===== config.mk =====
export PLATFORM = sky130hd
export DESIGN_NAME = smpwm_flat
export DESIGN_NICKNAME = d
export VERILOG_FILES = /design/src/rtl/smpwm_if.sv /design/src/rtl/smpwm.sv /design/src/flat_wrapper.sv
export SDC_FILE = /design/constraint.sdc
export NUM_CORES = 1
export LEC_CHECK = 0
export CAP_MARGIN = 20
export CORE_AREA = 3 3 53 91
export CTS_CLUSTER_DIAMETER = 40
export DETAILED_ROUTE_END_ITERATION = 6
export DIE_AREA = 0 0 56 94
export HOLD_SLACK_MARGIN = 0.15
export PLACE_DENSITY = 0.74
export SKIP_CTS_REPAIR_TIMING = 1
export SYNTH_ARGS = -nofsm -noshare
export SYNTH_HDL_FRONTEND = slang
export SYNTH_SLANG_ARGS = --single-unit

===== constraint.sdc =====
create_clock -name clk -period 1.92 [get_ports clk]
set_input_delay 0.384 -clock clk [delete_from_list [all_inputs] [get_ports clk]]
set_output_delay 0.384 -clock clk [all_outputs]
set_load 0.02 [all_outputs]

===== src/rtl/smpwm_if.sv =====
// Sample input and PWM output bundle for the sign-magnitude H-bridge stage.
// The upstream side (or a bench) uses the master modport; smpwm uses slave.
interface smpwm_if;
  logic [15:0] in_mag;        // sample magnitude
  logic        in_sign;       // sample sign, 1 = negative
  logic        in_valid;      // one-cycle strobe qualifying in_mag/in_sign
  logic        pwm_p;         // positive-leg drive
  logic        pwm_n;         // negative-leg drive
  logic        period_start;  // one-cycle strobe, doubles as sample request
  logic        sat;           // active duty was clamped
  logic        overrun;       // shadow overwritten before it was used

  modport master (
    output in_mag, in_sign, in_valid,
    input  pwm_p, pwm_n, period_start, sat, overrun
  );

  modport slave (
    input  in_mag, in_sign, in_valid,
    output pwm_p, pwm_n, period_start, sat, overrun
  );
endinterface


===== src/rtl/smpwm.sv =====
// Sign-magnitude H-bridge PWM stage.
// A free-running CNT_W-bit counter defines the PWM period. Incoming samples are
// clamped and parked in a shadow register, and only become the active duty on
// the last count of a period. When the active polarity flips between two
// nonzero duties, both legs are held low for DEAD clocks at the start of the
// new period, which eats into the pulse rather than delaying it.
module smpwm #(
  parameter int unsigned CNT_W = 8,
  parameter int unsigned DEAD  = 4
) (
  input  logic   clk,
  input  logic   rst,
  smpwm_if.slave bus
);

  localparam int unsigned      PERIOD_MAX = (2 ** CNT_W) - 1;
  localparam logic [CNT_W-1:0] CNT_MAX    = CNT_W'(PERIOD_MAX);
  localparam logic [15:0]      MAG_MAX    = 16'(PERIOD_MAX);
  localparam bit               DEAD_EN    = (DEAD != 0);
  // The down-counter runs DEAD-1 .. 0, so the legs stay low for exactly DEAD clocks.
  localparam logic [CNT_W-1:0] DEAD_LOAD  = DEAD_EN ? CNT_W'(DEAD - 1) : '0;

  typedef enum logic {
    ST_RUN,
    ST_DEAD
  } state_e;

  // One buffered sample: clamped duty, sign (with -0 folded to +0), clamp flag.
  typedef struct packed {
    logic [CNT_W-1:0] duty;
    logic             sign;
    logic             sat;
  } sample_t;

  // Period counter and strobes
  logic [CNT_W-1:0] cnt_q, cnt_d;
  logic             period_start_q, period_start_d;
  logic             overrun_q, overrun_d;

  // Double buffer
  sample_t          shadow_q, shadow_d;
  logic             shadow_full_q, shadow_full_d;
  sample_t          active_q, active_d;

  // Dead-time FSM and leg drive
  state_e           state_q;
  logic [CNT_W-1:0] dead_cnt_q;
  logic             pwm_p_q, pwm_n_q;

  logic             boundary;
  logic             reversal;
  logic             leg_on;
  sample_t          in_sample;

  assign boundary = (cnt_q == CNT_MAX);

  // Clamp the incoming magnitude and fold negative zero onto positive zero.
  always_comb begin
    in_sample.sat  = (bus.in_mag > MAG_MAX);
    in_sample.duty = in_sample.sat ? CNT_MAX : bus.in_mag[CNT_W-1:0];
    in_sample.sign = bus.in_sign && (bus.in_mag != 16'd0);
  end

  // Next-state for the counter, strobes and the shadow/active double buffer.
  always_comb begin
    // NOTE: every output gets a default first so no path leaves it unassigned,
    // which would otherwise infer a latch.
    cnt_d          = cnt_q + CNT_W'(1);
    period_start_d = (cnt_q == '0);
    shadow_d       = shadow_q;
    shadow_full_d  = shadow_full_q;
    active_d       = active_q;
    overrun_d      = 1'b0;

    if (boundary) begin
      // A sample arriving on the boundary bypasses the shadow and discards any
      // parked sample without flagging an overrun.
      if (bus.in_valid) begin
        active_d      = in_sample;
        shadow_full_d = 1'b0;
      end else if (shadow_full_q) begin
        active_d      = shadow_q;
        shadow_full_d = 1'b0;
      end
    end else if (bus.in_valid) begin
      shadow_d      = in_sample;
      shadow_full_d = 1'b1;
      overrun_d     = shadow_full_q;
    end
  end

  // A reversal needs a real pulse on both sides of the boundary; 0 -> x is not one.
  always_comb begin
    reversal = DEAD_EN && boundary
            && (active_d.sign != active_q.sign)
            && (active_d.duty != '0)
            && (active_q.duty != '0);
    leg_on   = (cnt_q < active_q.duty) && (state_q == ST_RUN);
  end

  // Counter, strobes and sample buffers.
  always_ff @(posedge clk) begin
    // NOTE: sequential state uses non-blocking assignment so every register
    // samples the pre-edge values, independent of statement order.
    if (rst) begin
      cnt_q          <= '0;
      period_start_q <= 1'b0;
      overrun_q      <= 1'b0;
      shadow_q       <= '0;
      shadow_full_q  <= 1'b0;
      active_q       <= '0;
    end else begin
      cnt_q          <= cnt_d;
      period_start_q <= period_start_d;
      overrun_q      <= overrun_d;
      shadow_q       <= shadow_d;
      shadow_full_q  <= shadow_full_d;
      active_q       <= active_d;
    end
  end

  // Dead-time FSM with registered leg outputs (one clock behind cnt).
  always_ff @(posedge clk) begin
    if (rst) begin
      state_q    <= ST_RUN;
      dead_cnt_q <= '0;
      pwm_p_q    <= 1'b0;
      pwm_n_q    <= 1'b0;
    end else begin
      case (state_q)
        ST_RUN: begin
          if (reversal) begin
            state_q    <= ST_DEAD;
            dead_cnt_q <= DEAD_LOAD;
          end
        end
        ST_DEAD: begin
          if (reversal) begin
            dead_cnt_q <= DEAD_LOAD;
          end else if (dead_cnt_q == '0) begin
            state_q <= ST_RUN;
          end else begin
            dead_cnt_q <= dead_cnt_q - CNT_W'(1);
          end
        end
        default: begin
          state_q    <= ST_RUN;
          dead_cnt_q <= '0;
        end
      endcase

      // Both legs come from the single active sign, so they can never overlap.
      pwm_p_q <= leg_on && !active_q.sign;
      pwm_n_q <= leg_on &&  active_q.sign;
    end
  end

  assign bus.pwm_p        = pwm_p_q;
  assign bus.pwm_n        = pwm_n_q;
  assign bus.period_start = period_start_q;
  assign bus.sat          = active_q.sat;
  assign bus.overrun      = overrun_q;

  // Shoot-through guard on the bridge legs.
  a_legs_exclusive : assert property (@(posedge clk) disable iff (rst)
    !(pwm_p_q && pwm_n_q));

endmodule


===== src/flat_wrapper.sv =====
// flat-port wrapper written by rule: the top's interface ports become plain ports
module smpwm_flat 
#(
  parameter int unsigned CNT_W = 8,
  parameter int unsigned DEAD  = 4
)
  (clk, rst, bus_in_mag, bus_in_sign, bus_in_valid, bus_pwm_p, bus_pwm_n, bus_period_start, bus_sat, bus_overrun);
  smpwm_if bus_i ();
  input  logic clk;
  input  logic rst;
  input wire logic [$bits(bus_i.in_mag)-1:0] bus_in_mag;
  input wire logic [$bits(bus_i.in_sign)-1:0] bus_in_sign;
  input wire logic [$bits(bus_i.in_valid)-1:0] bus_in_valid;
  output wire logic [$bits(bus_i.pwm_p)-1:0] bus_pwm_p;
  output wire logic [$bits(bus_i.pwm_n)-1:0] bus_pwm_n;
  output wire logic [$bits(bus_i.period_start)-1:0] bus_period_start;
  output wire logic [$bits(bus_i.sat)-1:0] bus_sat;
  output wire logic [$bits(bus_i.overrun)-1:0] bus_overrun;
  assign bus_i.in_mag = bus_in_mag;
  assign bus_i.in_sign = bus_in_sign;
  assign bus_i.in_valid = bus_in_valid;
  assign bus_pwm_p = bus_i.pwm_p;
  assign bus_pwm_n = bus_i.pwm_n;
  assign bus_period_start = bus_i.period_start;
  assign bus_sat = bus_i.sat;
  assign bus_overrun = bus_i.overrun;
  smpwm #(.CNT_W(CNT_W), .DEAD(DEAD)) u_core (.clk(clk), .rst(rst), .bus(bus_i));
endmodule

==> reports/metrics.cfg <==
[job]
timing.max_cap.violations=0

[synth]
synth.most_common_cell=dfxtp_1
syn_area_sq_um=2270
ys_warn_count=0
ys.flop_type=dfxtp_1
synth_common_cells=dfxtp_1 (42), nor2_1 (35), inv_1 (13)
ys_seq_area_share_pct=37.0
syn_avg_cell_area_sq_um=8.77
mappedNetlistNets=289
yosysUniqueCellTypes=49
synth.area.top_cells=dfxtp_1 (37%), nor2_1 (5.8%), ha_1 (5.5%)
async_reset_ff_share_pct=0
yosys.area.top_type=dfxtp_1
ys_ff_latch=42
synth_edf_count=0
synth_top_area_share_pct=37.0
syn_inst=259

[clocking]
clock_latency_ns=0.30
cts.sinks=42
numCtsBuffers=5
root_buffer=clkbuf_8
clk_pin_slew_ns=0.08
cts_tree=built
htreeDepth=2
cts_buffer_depth=2

[hold_path]
min_path_type=flip-flop to flip-flop

[detailed_routing]
num_vias=2026
drtIter0Drc=44
post-route-drc-count=0
avgRoutedWirePerCell_um=14.8
ant_nets=0
drt-total-wl_mm=5.23
routed_via_density=5.72
dr.pass1.iters=4

[floorplanning]
initial_core_util_pct=54.2
rows=31
core_area_sq_um=4190
pin_count=25
die_h_um=94
dieWidth_um=56
die_area_sq_um=5260

[finish]
syn2layout_area_growth_pct=26.0
nFillCells=341
nets=334
antenna_cells=0
seq_area_sq_um=841
drive_gt1_share_pct=17.0
multiInputGateArea_sq_um=1330

[global_route]
grt.overflow.total=0
grt_pass1_wl_mm=8.59
antenna_found_initial=0
grt.total_usage_pct=20.8
grt_pass1_vias=1984
grt_max_degree=38

[placed_design]
port_buffers=24
place_congestion=0.847
place_ws_ns=-0.266
dpl.hpwl_mm=4.02

[sta]
clock.fmax_mhz=539
setup_slack_ns=0.0649
fin_crit_sh_pct=96.6
worst_slew_pin_slew_ns=0.527
finClkSkew_ns=0.00620
slew_violations=0
period_needed_ns=1.86
relSlewSlack_pct=64.6
finalSetupViolCount=0
hold_viol=0

[critical_path]
path_class=primary input to flip-flop
path_max_fanout=6
start_kind=primary input
critPathRequiredTime_ns=2.09
cp.arrival_ns=2.02
end_kind=flip-flop

[pwr]
power_mw=1.85
peakVddDrop_mv=0.468
p_per_area_nw_per_um2=645
leakage_nw=1.14

[outcome]
outcome=finished, final reports clean

[registers in the layout, indices dropped and copies added, names as in the netlist]
register,flops
u_core.active_q,9
u_core.bus.sat,1
u_core.state_q,1
u_core.bus.overrun,1
u_core.bus.period_start,1
u_core.bus.pwm_n,1
u_core.cnt_q,8
u_core.dead_cnt_q,8
u_core.shadow_q,10
u_core.shadow_full_q,1
u_core.bus.pwm_p,1
[logic make-up after synthesis]
family	count (synthesis)	share of synthesized area [%]
XOR/XNOR	6	2.31
multiplexers	10	4.41
adder cells (fa/ha/maj)	10	5.51
flip-flops	42	37.0
AND/OR/NAND/NOR	112	29.0
buffers and inverters	26	5.45
AO/OA/AOI/OAI	53	16.4
[cell type report]
| class | count | area share (%) |
|---|---|---|
| flip-flops and latches | 42 | 29.4 |
| inverters | 13 | 1.70 |
| multi-input cells | 191 | 46.5 |
| clock inverters | 3 | 1.57 |
| clock buffers | 5 | 2.40 |
| well taps | 49 | 2.14 |
| repair buffers | 51 | 16.3 |
[layer usage]
layer | share of wire (%) | up-vias | global-route usage, %
li1 | - | 1032 | -
met1 | 38 | 925 | 20.8
met3 | 2.6 | 22 | 2.89
met4 | 6.7 | 0 | 16.8
met2 | 53 | 47 | 37.4
met5 | 0 | - | 0
[layout by cell type, fill, tap and decap left out, types with 3 or more instances in the layout]
cell type	instances
clkbuf_8	5
nand4_1	4
or3_1	3
nand2b_1	4
mux2i_1	9
buf_4	25
a31oi_1	4
nor4_4	3
inv_1	13
xor2_1	3
o21ai_0	9
dlymetal6s2s_1	6
dfxtp_1	42
nand3_1	8
xnor2_1	3
clkdlybuf4s50_1	18
nand2_1	11
a21oi_1	12
ha_1	10
nor3_1	9
nor2b_1	4
a22o_1	7
nand3b_1	7
nor2_1	35
a22oi_1	7
nor4_1	6
and3_1	3
[worst paths after layout]
path	start	endpoint	slack (ns)	cells after the start
worst max-delay path	bus_in_mag[4]	u_core.dead_cnt_q[5]	0.06	7
worst min-delay path	u_core.cnt_q[0]	u_core.cnt_q[0]	0.48	1
worst max register to register	u_core.cnt_q[0]	u_core.dead_cnt_q[5]	0.11	7
worst min register to register	u_core.cnt_q[0]	u_core.cnt_q[0]	0.48	1
[power breakdown]
part / switching [mW] / internal, mW
clock: 0.328 / 0.387
sequential: 0.0170 / 0.897
combinational: 0.102 / 0.117
total: 0.447 / 1.40
[critical path, cell delays in order]
cell             delay [ns]
clkdlybuf4s50_1        0.42
nor4_2                 0.29
nand4_1                0.23
mux2i_2                0.22
a211oi_2               0.22
buf_4                  0.19
nor3_1                 0.06
[through the flow]
step | util, % | TNS, ns | hold WS (ns) | area, sq um | std cells
2_1_floorplan | - | 0 | 0.437 | 2270 | 259
3_3_place_gp | 64.1 | -2.56 | 0.455 | 2690 | 344
3_5_place_dp | 64.1 | -3.21 | 0.471 | 2690 | 344
4_1_cts | 66.8 | 0 | 0.485 | 2800 | 352
5_1_grt | 68.3 | -0.0207 | 0.507 | 2860 | 354
6_report | 68.3 | 0 | 0.483 | 2860 | 354
Note: power is estimated with default switching activity, not from simulation.
